$ cat src/rtl/ff_bank_cfg.sv
// ff_bank_cfg: CH independent W-bit, DEPTH-stage register pipelines with per-channel
// runtime-selectable flop mode (plain / enable / sync-reset / sync-reset+enable).
`default_nettype none

module ff_bank_cfg #(
  parameter int             CH       = 4,
  parameter int             W        = 8,
  parameter int             DEPTH    = 2,
  parameter logic           EN_POL   = 1'b1,
  parameter logic           SRST_POL = 1'b1,
  parameter logic [W-1:0]   SRST_VAL = '0,
  parameter logic [W-1:0]   INIT_VAL = '0,
  parameter logic [2:0]     MODE_RST = 3'd1,
  localparam int            CW       = (CH > 1) ? $clog2(CH) : 1
) (
  input  logic              C,
  input  logic              R,
  input  logic [CH*W-1:0]   D,
  input  logic [CH-1:0]     E,
  input  logic [CH-1:0]     S,
  input  logic              cfg_we,
  input  logic [CW-1:0]     cfg_ch,
  input  logic [2:0]        cfg_mode,
  output logic [CH*W-1:0]   Q,
  output logic [CH-1:0]     V,
  output logic [CH*3-1:0]   MODE
);

  localparam logic [2:0] MODE_DFF    = 3'd0;
  localparam logic [2:0] MODE_DFFE   = 3'd1;
  localparam logic [2:0] MODE_SDFF   = 3'd2;
  localparam logic [2:0] MODE_SDFFE  = 3'd3;
  localparam logic [2:0] MODE_SDFFCE = 3'd4;

  localparam logic [DEPTH-1:0] VLD_IN = DEPTH'(1);

  logic [2:0] mode_q [CH];
  logic [2:0] mode_d [CH];

  // Out-of-range channel numbers simply match no channel and are dropped.
  always_comb begin
    for (int k = 0; k < CH; k++) begin
      mode_d[k] = mode_q[k];
      if (cfg_we && (int'(cfg_ch) == k)) begin
        mode_d[k] = cfg_mode;
      end
    end
  end

  always_ff @(posedge C or negedge R) begin
    if (!R) begin
      for (int k = 0; k < CH; k++) begin
        mode_q[k] <= MODE_RST;
      end
    end else begin
      for (int k = 0; k < CH; k++) begin
        mode_q[k] <= mode_d[k];
      end
    end
  end

  for (genvar k = 0; k < CH; k++) begin : g_ch
    logic             en_act;
    logic             srst_act;
    logic             adv;
    logic             srst;
    logic [W-1:0]     data_q [DEPTH];
    logic [DEPTH-1:0] vld_q;

    assign en_act   = (E[k] == EN_POL);
    assign srst_act = (S[k] == SRST_POL);

    always_comb begin
      adv  = 1'b0;
      srst = 1'b0;
      case (mode_q[k])
        MODE_DFF:    adv = 1'b1;
        MODE_DFFE:   adv = en_act;
        MODE_SDFF: begin
          adv  = 1'b1;
          srst = srst_act;
        end
        MODE_SDFFE: begin
          adv  = en_act;
          srst = srst_act;
        end
        MODE_SDFFCE: begin
          adv  = en_act;
          srst = srst_act & en_act;
        end
        default: begin
          adv  = 1'b0;
          srst = 1'b0;
        end
      endcase
    end

    // Sync reset takes precedence over advance; a hold stalls every stage together.
    always_ff @(posedge C or negedge R) begin
      if (!R) begin
        for (int i = 0; i < DEPTH; i++) begin
          data_q[i] <= INIT_VAL;
        end
        vld_q <= '0;
      end else if (srst) begin
        for (int i = 0; i < DEPTH; i++) begin
          data_q[i] <= SRST_VAL;
        end
        vld_q <= '0;
      end else if (adv) begin
        data_q[0] <= D[k*W +: W];
        for (int i = 1; i < DEPTH; i++) begin
          data_q[i] <= data_q[i-1];
        end
        vld_q <= (vld_q << 1) | VLD_IN;
      end
    end

    assign Q[k*W +: W] = data_q[DEPTH-1];
    assign V[k]        = vld_q[DEPTH-1];
    assign MODE[k*3 +: 3] = mode_q[k];
  end

endmodule

`default_nettype wire

$ cat config.mk
export PLATFORM = sky130hd
export DESIGN_NAME = ff_bank_cfg
export DESIGN_NICKNAME = d
export VERILOG_FILES = /design/src/rtl/ff_bank_cfg.sv
export SDC_FILE = /design/constraint.sdc
export NUM_CORES = 1
export LEC_CHECK = 0
export BUFFER_PORTS_ARGS = -buffer_cell sky130_fd_sc_hd__clkbuf_2
export CAP_MARGIN = 15
export CORE_ASPECT_RATIO = 0.6
export CORE_MARGIN = 1.5
export CORE_UTILIZATION = 53
export CTS_BUF_LIST = sky130_fd_sc_hd__clkbuf_8
export DETAILED_ROUTE_END_ITERATION = 7
export PLACE_DENSITY_LB_ADDON = 0.2
export RECOVER_POWER = 25
export SLEW_MARGIN = 20
export SYNTH_ARGS = -nofsm -noshare
export SYNTH_HDL_FRONTEND = slang
export SYNTH_SLANG_ARGS = --single-unit
$ cat constraint.sdc
create_clock -name C -period 4 [get_ports C]
set_clock_uncertainty 0.1 [all_clocks]
set_input_delay 0.2 -clock C [delete_from_list [all_inputs] [get_ports C]]
set_output_delay 0.2 -clock C [all_outputs]
set_load 0.05 [all_outputs]
* Word level (Yosys, flattened, before mapping)
Index checks and enable logic that the tools add are counted.
Storage, ports and cells: memories 0, output and inout port bits 48, latch bits 0, logic and storage cells 88, register bits 84, memory bits (read-only) 0, input bits 48, bits in writable memories 0
Cells by class: equal/unequal tests 19, $add $sub $neg 0, mux-type cells 24, bitwise operators 4, div/mod/pow operators 0, $lt $le $gt $ge 0, $mul 0, shift-type cells 0, reduce and logical (&&, ||, !) cells 25
Operators with widths (count):
- 16-bit 2-to-1 mux | 8
- 3-bit by 2-bit equality test with 1-bit output, second input constant | 8
- 2-bit 2-to-1 mux | 8
- 1-bit one-hot mux with 2 select lines | 8
- 2-bit OR reduction | 8
- 3-bit by 1-bit equality test with 1-bit output, second input constant | 4
- 3-bit equality test, second input constant | 4
- 3-bit zero test | 4
- 3-bit OR reduction | 4
- 2-bit nonzero test | 4
- 1-bit bitwise AND | 4
- 2-bit equality test, second input constant | 2
- 1-bit logical AND | 4
- 2-bit by 1-bit equality test with 1-bit output, second input constant | 1
- 2-bit zero test | 1

* Logic depth before layout (Yosys ltp)
depth in word-level cells 5, gate-level depth with buffers 6, gate-level depth less buffers 4

* Least setup slack after synthesis
OpenSTA, ideal clock, no wires.
path type reg2reg, from reg mode_q (netlist bit MODE[10]), to reg g_ch[3].data_q (netlist bit Q[24]), path buffers 2, required time 3.779 ns, data arrival time 1.743 ns, cell stages (with the launch flop) 7, slack 2.036 ns, cell sequence dfrtp_1 -> o21ai_1 -> a2bb2o_1 -> a21o_1 -> buf_2 -> buf_6 -> a22o_1
Between the ends: word-level cells in the longest chain between the ends 4, elaborated cells on any way between the ends 12
Ends and longest elaborated chain:
- from (decl) | line 37 | logic [2:0] mode_q [CH];
- from (signal, indexed assignment) | line 57 | mode_q[k] <= mode_d[k];
- 3-bit equality test (tied with other cells) | line 76 | case (mode_q[k])
- 3-bit OR reduction (no line) / 2-bit OR reduction (equally long branches)
- 1-bit one-hot mux with 2 select lines | line 76
- 2-bit nonzero test (no line) / 16-bit 2-to-1 mux (equally long branches)
- to (signal, indexed assignment) | line 113 | data_q[i] <= data_q[i-1];
- to (decl) | line 67 | logic [W-1:0] data_q [DEPTH];
Several ways; a longest one is shown, not always the timed one. A chain may end at the register's enable or synchronous reset.

==> flow_summary.yaml <==
floorplanning:
  die-area_um2: 7210
  fp.dieH_um: 66.4
  die_w_um: 109
  fp.coreArea_um2: 6280
  rows: 22
  num_io_pins: 96
  initial_core_util: 0.565
cts:
  cts_made_buffers: 9
  path_clk_slew_ns: 0.08
  cts_setup_buffers: 0
  cts_tree: "done"
  clkLatencyLatePin_ns: 0.34
  cts_resized: 0
  htreeDepth: 3
  cts_hold_buf: 34
  clock_path_buffers: 2
  root_buffer: "clkbuf_8"
  cts.sinks: 84
placed_design:
  dp.cells: 398
  pre_cts_slack_ns: 2.16
  place.port_buffers: 95
  globalplace.congestion: 0.807
  post-dp-hpwl_um: 4450
global_route:
  antenna_found_initial: 0
  grt_pass1_vias: 2279
  grtUsageMet1: 0.296
  grt.met3_usage: 0.0808
  grt_busiest_layer: "met1"
  use_met2: 0.296
  grt_first_pass_wirelength_um: 11100
  grt.total_usage: 0.208
  grt_max_degree: 85
  grt-ovfl-total: 0
timing:
  worst_pin_slew_ns: 2.02
  finalWorstSetupSlack_ns: 1.75
  rsz0062_at_grt: "false"
  timing.final.crit_share: 0.564
  max_slew_margin: -0.347
  max_freq_mhz: 444
  setup_viol: 0
  final-hold-violation-count: 0
  fin_setup_tns_ns: 0
  slew_violations: 85
  period_needed_ns: 2.25
synth:
  synth_top_area_share: 0.564
  synthFlopType: "dfrtp_1"
  synthesis.area_um2: 3550
  synth.largest_area_cell: "dfrtp_1"
  yosysUniqueCellTypes: 32
  syn_avg_cell_area_um2: 13.4
  syn_nets: 313
  syn_inst: 265
  synth-async-reset-ratio: 1.00
  ys_ff_latch: 84
  ys.warnings.count: 0
  synth_edf_count: 0
  synth_area_leaders: "dfrtp_1 (56%), a22o_1 (16%), buf_4 (7.8%)"
  ys_seq_area_frac: 0.594
critical_path:
  crit_path_top_delay_cell: "clkbuf_2"
  end_kind: "async pin"
  r2r-end: "Q[21]"
  slowest_delay_ns: 1.44
  critPathMaxFanout: 84
  worstSetupStartpointType: "input pin"
  r2r-start: "MODE[6]"
  worstRegToRegCells: 4
  worstSetupPathType: "input pin to async pin"
  crit_buf_inv: 2
  crit_required_ns: 3.95
  worstPathArrival_ns: 2.21
  crit_chain: "dlygate4sd3_1 > clkbuf_2"
  r2r_setup_slack_ns: 2.09
  crit_family: "buffers and inverters"
worst_hold_path:
  hp-class: "input pin to register"
  hold_depth: 3
  hold_start: "cfg_mode[1]"
  hold-path-endpoint: "MODE[1]"
routing:
  wl_um: 6890
  drc: 0
  vias: 2413
  ant_nets: 0
  routed_via_density: 5.39
  drt_first_pass_iters: 4
  wire_per_inst_um: 15.4
  drt_iter0_drc: 166
final_layout:
  final_cells: 448
  final_core_utilization: 0.687
  fin_nets: 407
  n_antenna_cell: 0
  layout-drive-gt1-share: 0.371
  area_growth_pct: 21.6
outcome:
  violations: "max-capacitance violations, max-slew violations"
  status: "finished, violations left"
power:
  ir_drop_mv: 0.376
  p_leak_nw: 2.16
  powerDensity_nw_per_um2: 739
job:
  maxCapViolCount: 1
==> cells by family after synthesis <==
| logic type | count (synthesis) | share of synthesized area |
|---|---|---|
| AO/OA/AOI/OAI | 99 | 0.236 |
| buffers and inverters | 52 | 0.108 |
| flip-flops | 84 | 0.594 |
| multiplexers | 11 | 0.0349 |
| AND/OR/NAND/NOR | 19 | 0.0272 |
==> how the worst max path moves through the flow <==
stage | from | endpoint | slack (ns) | cells after the start
after global routing | R | g_ch[1].data_q[14] | 1.32 | 2
after global placement | MODE[1] | Q[2] | 2.19 | 4
after detailed placement | MODE[1] | Q[0] | 2.16 | 4
after CTS | MODE[1] | g_ch[0].data_q[12] | 2.13 | 4
after floorplan | MODE[10] | Q[24] | 2.04 | 6
final | R | Q[20] | 1.75 | 2
==> metrics by stage <==
stage               hold WS [ns]  power, mW  cell area (um^2)
finish                    0.0350       3.19              4310
detailed placement         0.319       2.58              3770
floorplan                 -0.196       2.50              3550
global placement           0.318       2.55              3770
CTS                       0.0167       3.21              4320
global route              0.0318       3.36              4310
==> cells in the mapped netlist, types with 3 or more instances <==
cell type and instances:
dfstp_2 4, mux2_2 11, a21oi_2 3, o21ai_0 3, buf_6 3, inv_1 5, buf_2 4, buf_4 37
a21oi_1 5, a22o_2 7, nor2_1 6, a22o_1 63, dfrtp_1 80, a2bb2o_1 3, nand2_1 5
==> sequential cells by signal, indices dropped and copies added, names as in the netlist <==
| signal | count |
|---|---|
| MODE | 12 |
| g_ch.data_q | 32 |
| Q | 32 |
| g_ch.vld_q | 8 |
==> where the power goes <==
group | switching, mW | internal [mW]
Sequential | 0.187 | 1.12
Combinational | 0.884 | 0.389
Clock | 0.287 | 0.318
==> layout make-up <==
class                      count  area, um^2
tap                           84         105
clock buffer                  11         151
timing repair buffer         130         822
multi-input combinational    129        1060
fill                         462        1960
clock inverter                 5        52.6
inverter                       5        18.8
sequential                    84        2110
==> routing by layer <==
metal,share of wire,up-vias
met2,0.42,78
li1,-,1138
met5,0,-
met3,0.059,8
met4,0.012,0
met1,0.51,1189
==> placed cells by master (no fill, tap or decap), types with 3 or more instances in the layout <==
master,n
nand2_1,5
clkbuf_8,11
clkbuf_2,94
a22o_1,63
mux2_2,11
dfrtp_1,80
dfstp_1,3
a21oi_1,5
o21ai_0,3
a22o_2,7
a21oi_2,3
inv_1,7
dlygate4sd3_1,34
nor2_1,6
a2bb2o_1,3
No activity file was read; power rests on OpenSTA's default activity.
